==> src/rtl/shift_pkg.sv <==
// Shared types and widths for the sequential 1-bit-per-cycle left shifter.
package shift_pkg;

    localparam int DATA_W  = 8;
    localparam int SHAMT_W = 3;

    typedef enum logic [1:0] {
        IDLE,
        SHIFT,
        DONE
    } shl_state_t;

endpackage

==> src/rtl/shl_step.sv <==
// One combinational left-shift step plus detection of a sign change caused by that step.
module shl_step
    import shift_pkg::*;
(
    input  logic [DATA_W-1:0] work_i,
    output logic [DATA_W-1:0] shifted_o,
    output logic              sign_chg_o
);

    assign shifted_o  = {work_i[DATA_W-2:0], 1'b0};
    // The sign bit changes on this step exactly when the top two bits differ beforehand.
    assign sign_chg_o = work_i[DATA_W-1] ^ work_i[DATA_W-2];

endmodule

==> src/rtl/shift_left_seq_8.sv <==
// Sequential logical left shift of an 8-bit operand by b[2:0], one bit per clock.
// Define SHL_OVF_DETECT_EN to enable the sticky signed-overflow flag on ovf.
module shift_left_seq_8
    import shift_pkg::*;
(
    input  logic              clk,
    input  logic              rst_n,
    input  logic              start,
    input  logic [DATA_W-1:0] a,
    input  logic [DATA_W-1:0] b,
    output logic [DATA_W-1:0] s,
    output logic              busy,
    output logic              done,
    output logic              ovf
);

    shl_state_t         state_q, state_d;
    logic [DATA_W-1:0]  work_q, work_d;
    logic [SHAMT_W-1:0] cnt_q, cnt_d;
    logic [DATA_W-1:0]  s_q, s_d;
    logic [DATA_W-1:0]  step_out;
    logic               sign_chg;
    logic [SHAMT_W-1:0] shamt;

    assign shamt = b[SHAMT_W-1:0];

    shl_step u_step (
        .work_i     (work_q),
        .shifted_o  (step_out),
        .sign_chg_o (sign_chg)
    );

    // Only the low bits of b carry a shift amount.
    logic [DATA_W-SHAMT_W-1:0] unused_b_hi;
    assign unused_b_hi = b[DATA_W-1:SHAMT_W];

`ifdef SHL_OVF_DETECT_EN
    logic flag_q, flag_d;
    logic ovf_q, ovf_d;
`else
    logic unused_sign_chg;
    assign unused_sign_chg = sign_chg;
`endif

    // NOTE: every variable gets a default before the case so no latch is inferred.
    always_comb begin
        state_d = state_q;
        work_d  = work_q;
        cnt_d   = cnt_q;
        s_d     = s_q;
`ifdef SHL_OVF_DETECT_EN
        flag_d  = flag_q;
        ovf_d   = ovf_q;
`endif
        case (state_q)
            IDLE: begin
                if (start) begin
                    work_d = a;
                    cnt_d  = shamt;
`ifdef SHL_OVF_DETECT_EN
                    flag_d = 1'b0;
`endif
                    if (shamt == '0) begin
                        // Zero shift goes straight to DONE, so the result is the operand itself.
                        state_d = DONE;
                        s_d     = a;
`ifdef SHL_OVF_DETECT_EN
                        ovf_d   = 1'b0;
`endif
                    end else begin
                        state_d = SHIFT;
                    end
                end
            end
            SHIFT: begin
                work_d = step_out;
                cnt_d  = cnt_q - 3'd1;
`ifdef SHL_OVF_DETECT_EN
                flag_d = flag_q | sign_chg;
`endif
                if (cnt_q == 3'd1) begin
                    state_d = DONE;
                    s_d     = step_out;
`ifdef SHL_OVF_DETECT_EN
                    ovf_d   = flag_q | sign_chg;
`endif
                end
            end
            DONE: begin
                state_d = IDLE;
            end
            default: begin
                state_d = IDLE;
            end
        endcase
    end

    // NOTE: sequential state uses non-blocking assignments so all registers update together.
    always_ff @(posedge clk) begin
        if (!rst_n) begin
            state_q <= IDLE;
            work_q  <= '0;
            cnt_q   <= '0;
            s_q     <= '0;
`ifdef SHL_OVF_DETECT_EN
            flag_q  <= 1'b0;
            ovf_q   <= 1'b0;
`endif
        end else begin
            state_q <= state_d;
            work_q  <= work_d;
            cnt_q   <= cnt_d;
            s_q     <= s_d;
`ifdef SHL_OVF_DETECT_EN
            flag_q  <= flag_d;
            ovf_q   <= ovf_d;
`endif
        end
    end

    assign s    = s_q;
    assign busy = (state_q != IDLE);
    assign done = (state_q == DONE);
`ifdef SHL_OVF_DETECT_EN
    assign ovf  = ovf_q;
`else
    assign ovf  = 1'b0;
`endif

endmodule

==> config.mk <==
export PLATFORM = sky130hd
export DESIGN_NAME = shift_left_seq_8
export DESIGN_NICKNAME = d
export VERILOG_FILES = /design/src/rtl/shift_pkg.sv /design/src/rtl/shl_step.sv /design/src/rtl/shift_left_seq_8.sv
export SDC_FILE = /design/constraint.sdc
export NUM_CORES = 1
export LEC_CHECK = 0
export CAP_MARGIN = 0
export CORE_MARGIN = 1.5
export CORE_UTILIZATION = 41
export DETAILED_ROUTE_END_ITERATION = 6
export HOLD_SLACK_MARGIN = 0.02
export PLACE_DENSITY_LB_ADDON = 0.12
export SLEW_MARGIN = 20
export SYNTH_ARGS = -nofsm -noshare
export SYNTH_HDL_FRONTEND = slang
export SYNTH_SLANG_ARGS = --single-unit
==> constraint.sdc <==
create_clock -name clk -period 1.5 [get_ports clk]
set_clock_uncertainty 0.15 [all_clocks]
set_input_delay 0.375 -clock clk [delete_from_list [all_inputs] [get_ports clk]]
set_output_delay 0.375 -clock clk [all_outputs]
set_load 0.05 [all_outputs]
* Word-level counts from Yosys, hierarchy flattened
Cells that the tools add are included.
Storage, ports and cells: logic and storage cells 30, output and inout bits 11, input bits 19, flip-flop bits (word level) 20
Cells by class: $add $sub $neg 1, eq/ne operators 6, reductions and logical operators 7, muxes and demuxes 12
Operator list (count):
- $mux 8 | 3
- $pmux 8 s2 | 1
- $pmux 7 s2 | 1
- $mux 7 | 1
- $mux 2 | 3
- $ne 2x2->1 const B | 3
- $pmux 3 s2 | 1
- $pmux 2 s2 | 1
- $reduce_and 2->1 | 2
- $reduce_and 4->1 | 1
- $reduce_bool 2->1 | 2
- $eq 3x1->1 const B | 1
- $logic_not 3->1 | 1
- $mux 3 | 1
- $sub 3x1->3 const B | 1
- $eq 2x1->1 const B | 1
- $eq 2x2->1 const B | 1
- $logic_not 2->1 | 1

* Logic depth before layout (Yosys ltp)
depth after elaboration 4, mapped depth 7, gate-level depth less buffers 6

* Modules after synthesis
From an unflattened synthesis, not the netlist that was laid out.
Second synthesis, totals: cell total of the unflattened synthesis 116, area, all modules 1162.4 um^2
By module, submodules not included:
- shift_left_seq_8 | cells each 106, area each 1089.8 um^2, times used 1
- shl_step | cells each 10, area each 72.6 um^2, times used 1

* Least setup slack after synthesis
Ideal clock, no wire load.
path kind reg-to-output, start point register state_q[0], end point output done, slack -244 ps, data required time 975 ps, arrival 1219 ps, buffers on the path 1, stages on the path, launching flop included 3, cells stage by stage dfxtp_1 > buf_6 > nor2b_1
On the way: cells in the longest elaborated chain, start to end 1
RTL lines:
- start: declaration | RTL line shift_left_seq_8.sv:17 | shl_state_t state_q, state_d;
- start signal: assignment | RTL line shift_left_seq_8.sv:110 | state_q <= state_d;
- $eq 2x2->1 | RTL line shift_left_seq_8.sv:123 | assign done = (state_q == DONE);
- end: declaration | RTL line shift_left_seq_8.sv:13 | output logic done,
No other way between the ends.

* Worst setup path after layout
start point register state_q[1], end point output busy
On the way: cells in the longest elaborated chain, start to end 1
RTL lines:
- $reduce_bool 2->1 | RTL line shift_left_seq_8.sv:122 | assign busy = (state_q != IDLE);
- end: declaration | RTL line shift_left_seq_8.sv:12 | output logic busy,
No other way between the ends.

==> results.sh <==
export IMPL_postRouteAntennaNets=0
export IMPL_final_setup_tns_ps=-28.8
export IMPL_aggregate_routed_wire_length_um=2270
export IMPL_insertedDiodeCount=0
export IMPL_worst_endpoint_arrival_ps=990
export IMPL_synth_top_cell_area_share_pct=38.6
export IMPL_floorplan_die_height_um=53.3
export IMPL_regToRegStartpoint="cnt_q[1]"
export IMPL_globalRouteTotalUtil_pct=18.1
export IMPL_cts_stage_hold_buffer_count=0
export IMPL_synth_distinct_cells=34
export IMPL_residual_drc=0
export IMPL_core_area_um2=2430
export IMPL_timing_hold_worst_start="work_q[0]"
export IMPL_route_detailed_vias_per_inst=4.98
export IMPL_failing_checks="setup timing"
export IMPL_placement_rows=18
export IMPL_crit_path_end_kind="output port"
export IMPL_finalCritPeriodShare_pct=101
export IMPL_routed_wire_length_per_instance_um=12.8
export IMPL_synthToLayoutAreaGrowth_pct=57.6
export IMPL_tritoncts="done"
export IMPL_ctsHtreeMaxLevel=1
export IMPL_warnings_synthesis=0
export IMPL_leakage_nw=0.742
export IMPL_synth_ff_latch_count=20
export IMPL_grt_remaining_overflow=0
export IMPL_synth_ff_type="dfxtp_1"
export IMPL_gp_congestion=0.732
export IMPL_post_synth_top_count_cell="dfxtp_1"
export IMPL_critical_path_max_fanout=4
export IMPL_r2r_end="s[3]"
export IMPL_regToRegSetupSlack_ps=10
export IMPL_dr_first_iter_drc_count=10
export IMPL_power_density_nw_per_um2=951
export IMPL_syn_inst=107
export IMPL_post_route_worst_setup_slack_ps=-15.2
export IMPL_finalWorstPathRequiredPeriod_ps=1520
export IMPL_design_die_area_um2=2840
export IMPL_number_of_buffers_added_on_ports=23
export IMPL_timing_hold_worst_path_depth=2
export IMPL_cts_root_buf="clkbuf_4"
export IMPL_drt_pass1_iterations=4
export IMPL_fraction_of_the_yosys_area_taken_by_sequential_cells_pct=38.6
export IMPL_worst_r2r_path_depth=6
export IMPL_cts_bufs_inserted=3
export IMPL_report_final_hold_viol_count=0
export IMPL_synth_area_per_cell_um2=9.68
export IMPL_drive_gt1_share_pct=42.9
export IMPL_criticalPathCategory="reg -> out"
export IMPL_clock_latency_ps=310
export IMPL_hold_wc_path_type="reg -> reg"
export IMPL_drv_slew=0
export IMPL_cp_required_ps=970
export IMPL_clk_pin_slew_worst_paths_ps=110
export IMPL_maxCapViolations=0
export IMPL_rsz0062_at_grt="yes"
export IMPL_cp_start_kind="flop"
export IMPL_irDropWorstVdd_uv=850
export IMPL_cts_sink_count=20
export IMPL_initial_antenna_violation_count=0
export IMPL_synth_common_cells="20 x dfxtp_1, 9 x nand2_1, 7 x a21oi_1, 7 x mux2i_1, 7 x o211a_1"
export IMPL_layout_nets=169
export IMPL_syn_area_um2=1040
export IMPL_floorplan_die_width_um=53.3
export IMPL_async_reset_ff_share_pct=0
export IMPL_synth_edff_count=0
export IMPL_cts_path_max_buffers=2
export IMPL_hpwlAfterDp_um=1500
export IMPL_largest_area_contributor_in_the_synthesized_netlist="dfxtp_1"
export IMPL_yosys_top_cells_area="dfxtp_1 39%, mux2i_1 6.8%, o211a_1 6.8%, buf_6 5.4%, a21oi_1 3.4%"
export IMPL_grt_start_max_net_pins=20
export IMPL_whs_endpoint="work_q[0]"
export IMPL_synth_fp_nets=128
export IMPL_ioPinCount=30
export IMPL_vias=882
export IMPL_initial_core_util_pct=42.6
export IMPL_grt_pass1_vias=846
export IMPL_achievable_frequency_ghz=0.660
export IMPL_first_pass_grt_wire_length_um=3620
export IMPL_worst_hold_slack_ps=362
export IMPL_finalSetupViolations=2
export IMPL_outcome="complete, but fails checks"
==> worst max-delay path, stage by stage (launching register included) <==
cell and delay, ps:
dfxtp_4 370, nor2_2 120, inv_2 50, buf_12 140
==> worst max-delay path by stage <==
stage	endpoint	slack, ps	startpoint
3_5_place_dp	s[7]	-350	start
5_1_grt	done	-60	state_q[1]
3_3_place_gp	s[4]	-310	start
6_report	busy	-20	state_q[1]
2_1_floorplan	busy	10	state_q[0]
4_1_cts	busy	-20	state_q[0]
==> flip-flops by register name, indices dropped and copies added, names as in the netlist <==
register / count
s: 8
cnt_q: 3
state_q: 2
work_q: 7
==> layer usage <==
layer | track usage [%] | vias to the layer above | part of all wire, %
li1 | - | 453 | -
met1 | 21.2 | 404 | 44
met2 | 30.5 | 20 | 50
met3 | 4.52 | 5 | 3.5
met4 | 8.55 | 0 | 1.8
met5 | 0 | - | 0
==> placed cells by master (no fill, tap or decap), types with 3 or more instances in the layout <==
master           Yosys  layout
a21oi_1              7       6
clkdlybuf4s50_1      0      11
a21oi_2              4       5
buf_6                5       3
o21ai_2              3       6
buf_4                1      16
dfxtp_1             20      16
o211a_1              7       7
clkbuf_4             1       3
buf_12               0      11
inv_1                5       3
nor2_1               6       5
mux2i_1              7       5
nand2_1              9       9
==> through the flow <==
step | total power, mW | instance area [µm²] | utilization (%) | cells | setup slack, ps
global route | 1.62 | 1630 | 67.1 | 177 | -62.2
detailed placement | 1.07 | 1470 | 60.5 | 169 | -352
finish | 1.55 | 1630 | 67.1 | 177 | -15.2
global placement | 1.06 | 1470 | 60.5 | 169 | -312
CTS | 1.52 | 1560 | 64.2 | 175 | -16.7
floorplan | 0.882 | 1040 | - | 107 | 12.7
==> cell type report <==
cell class                 instances  area [µm²]
inverter                           5        18.8
sequential                        20         410
clock buffer                       3        22.5
tap                               30        37.5
multi-input combinational         75         608
fill                             201         800
clock inverter                     1        30.0
timing repair buffer              43         505
==> logic make-up after synthesis <==
kind of cell / synth area share (%)
AOI/OAI and AO/OA: 25.0
and+or+nand+nor: 17.8
buffers and inverters: 9.06
muxes: 6.76
adders and majority gates: 2.42
DFF: 38.6
other: 0.362
==> repair_timing <==
item | CTS | global route
endpoints found under the hold margin | 0 | 0
setup endpoints to repair | 9 | 13
resized for setup | 16 | 15
setup buffers | 1 | 2
cloned | 1 | 0
pin swaps | 2 | 6
==> power by group <==
group / switching [mW] / internal [mW] / total, mW
sequential: 0.0423 / 0.579 / 0.621
clock: 0.180 / 0.270 / 0.450
combinational: 0.227 / 0.254 / 0.482
(Power assumes the default switching activity.)
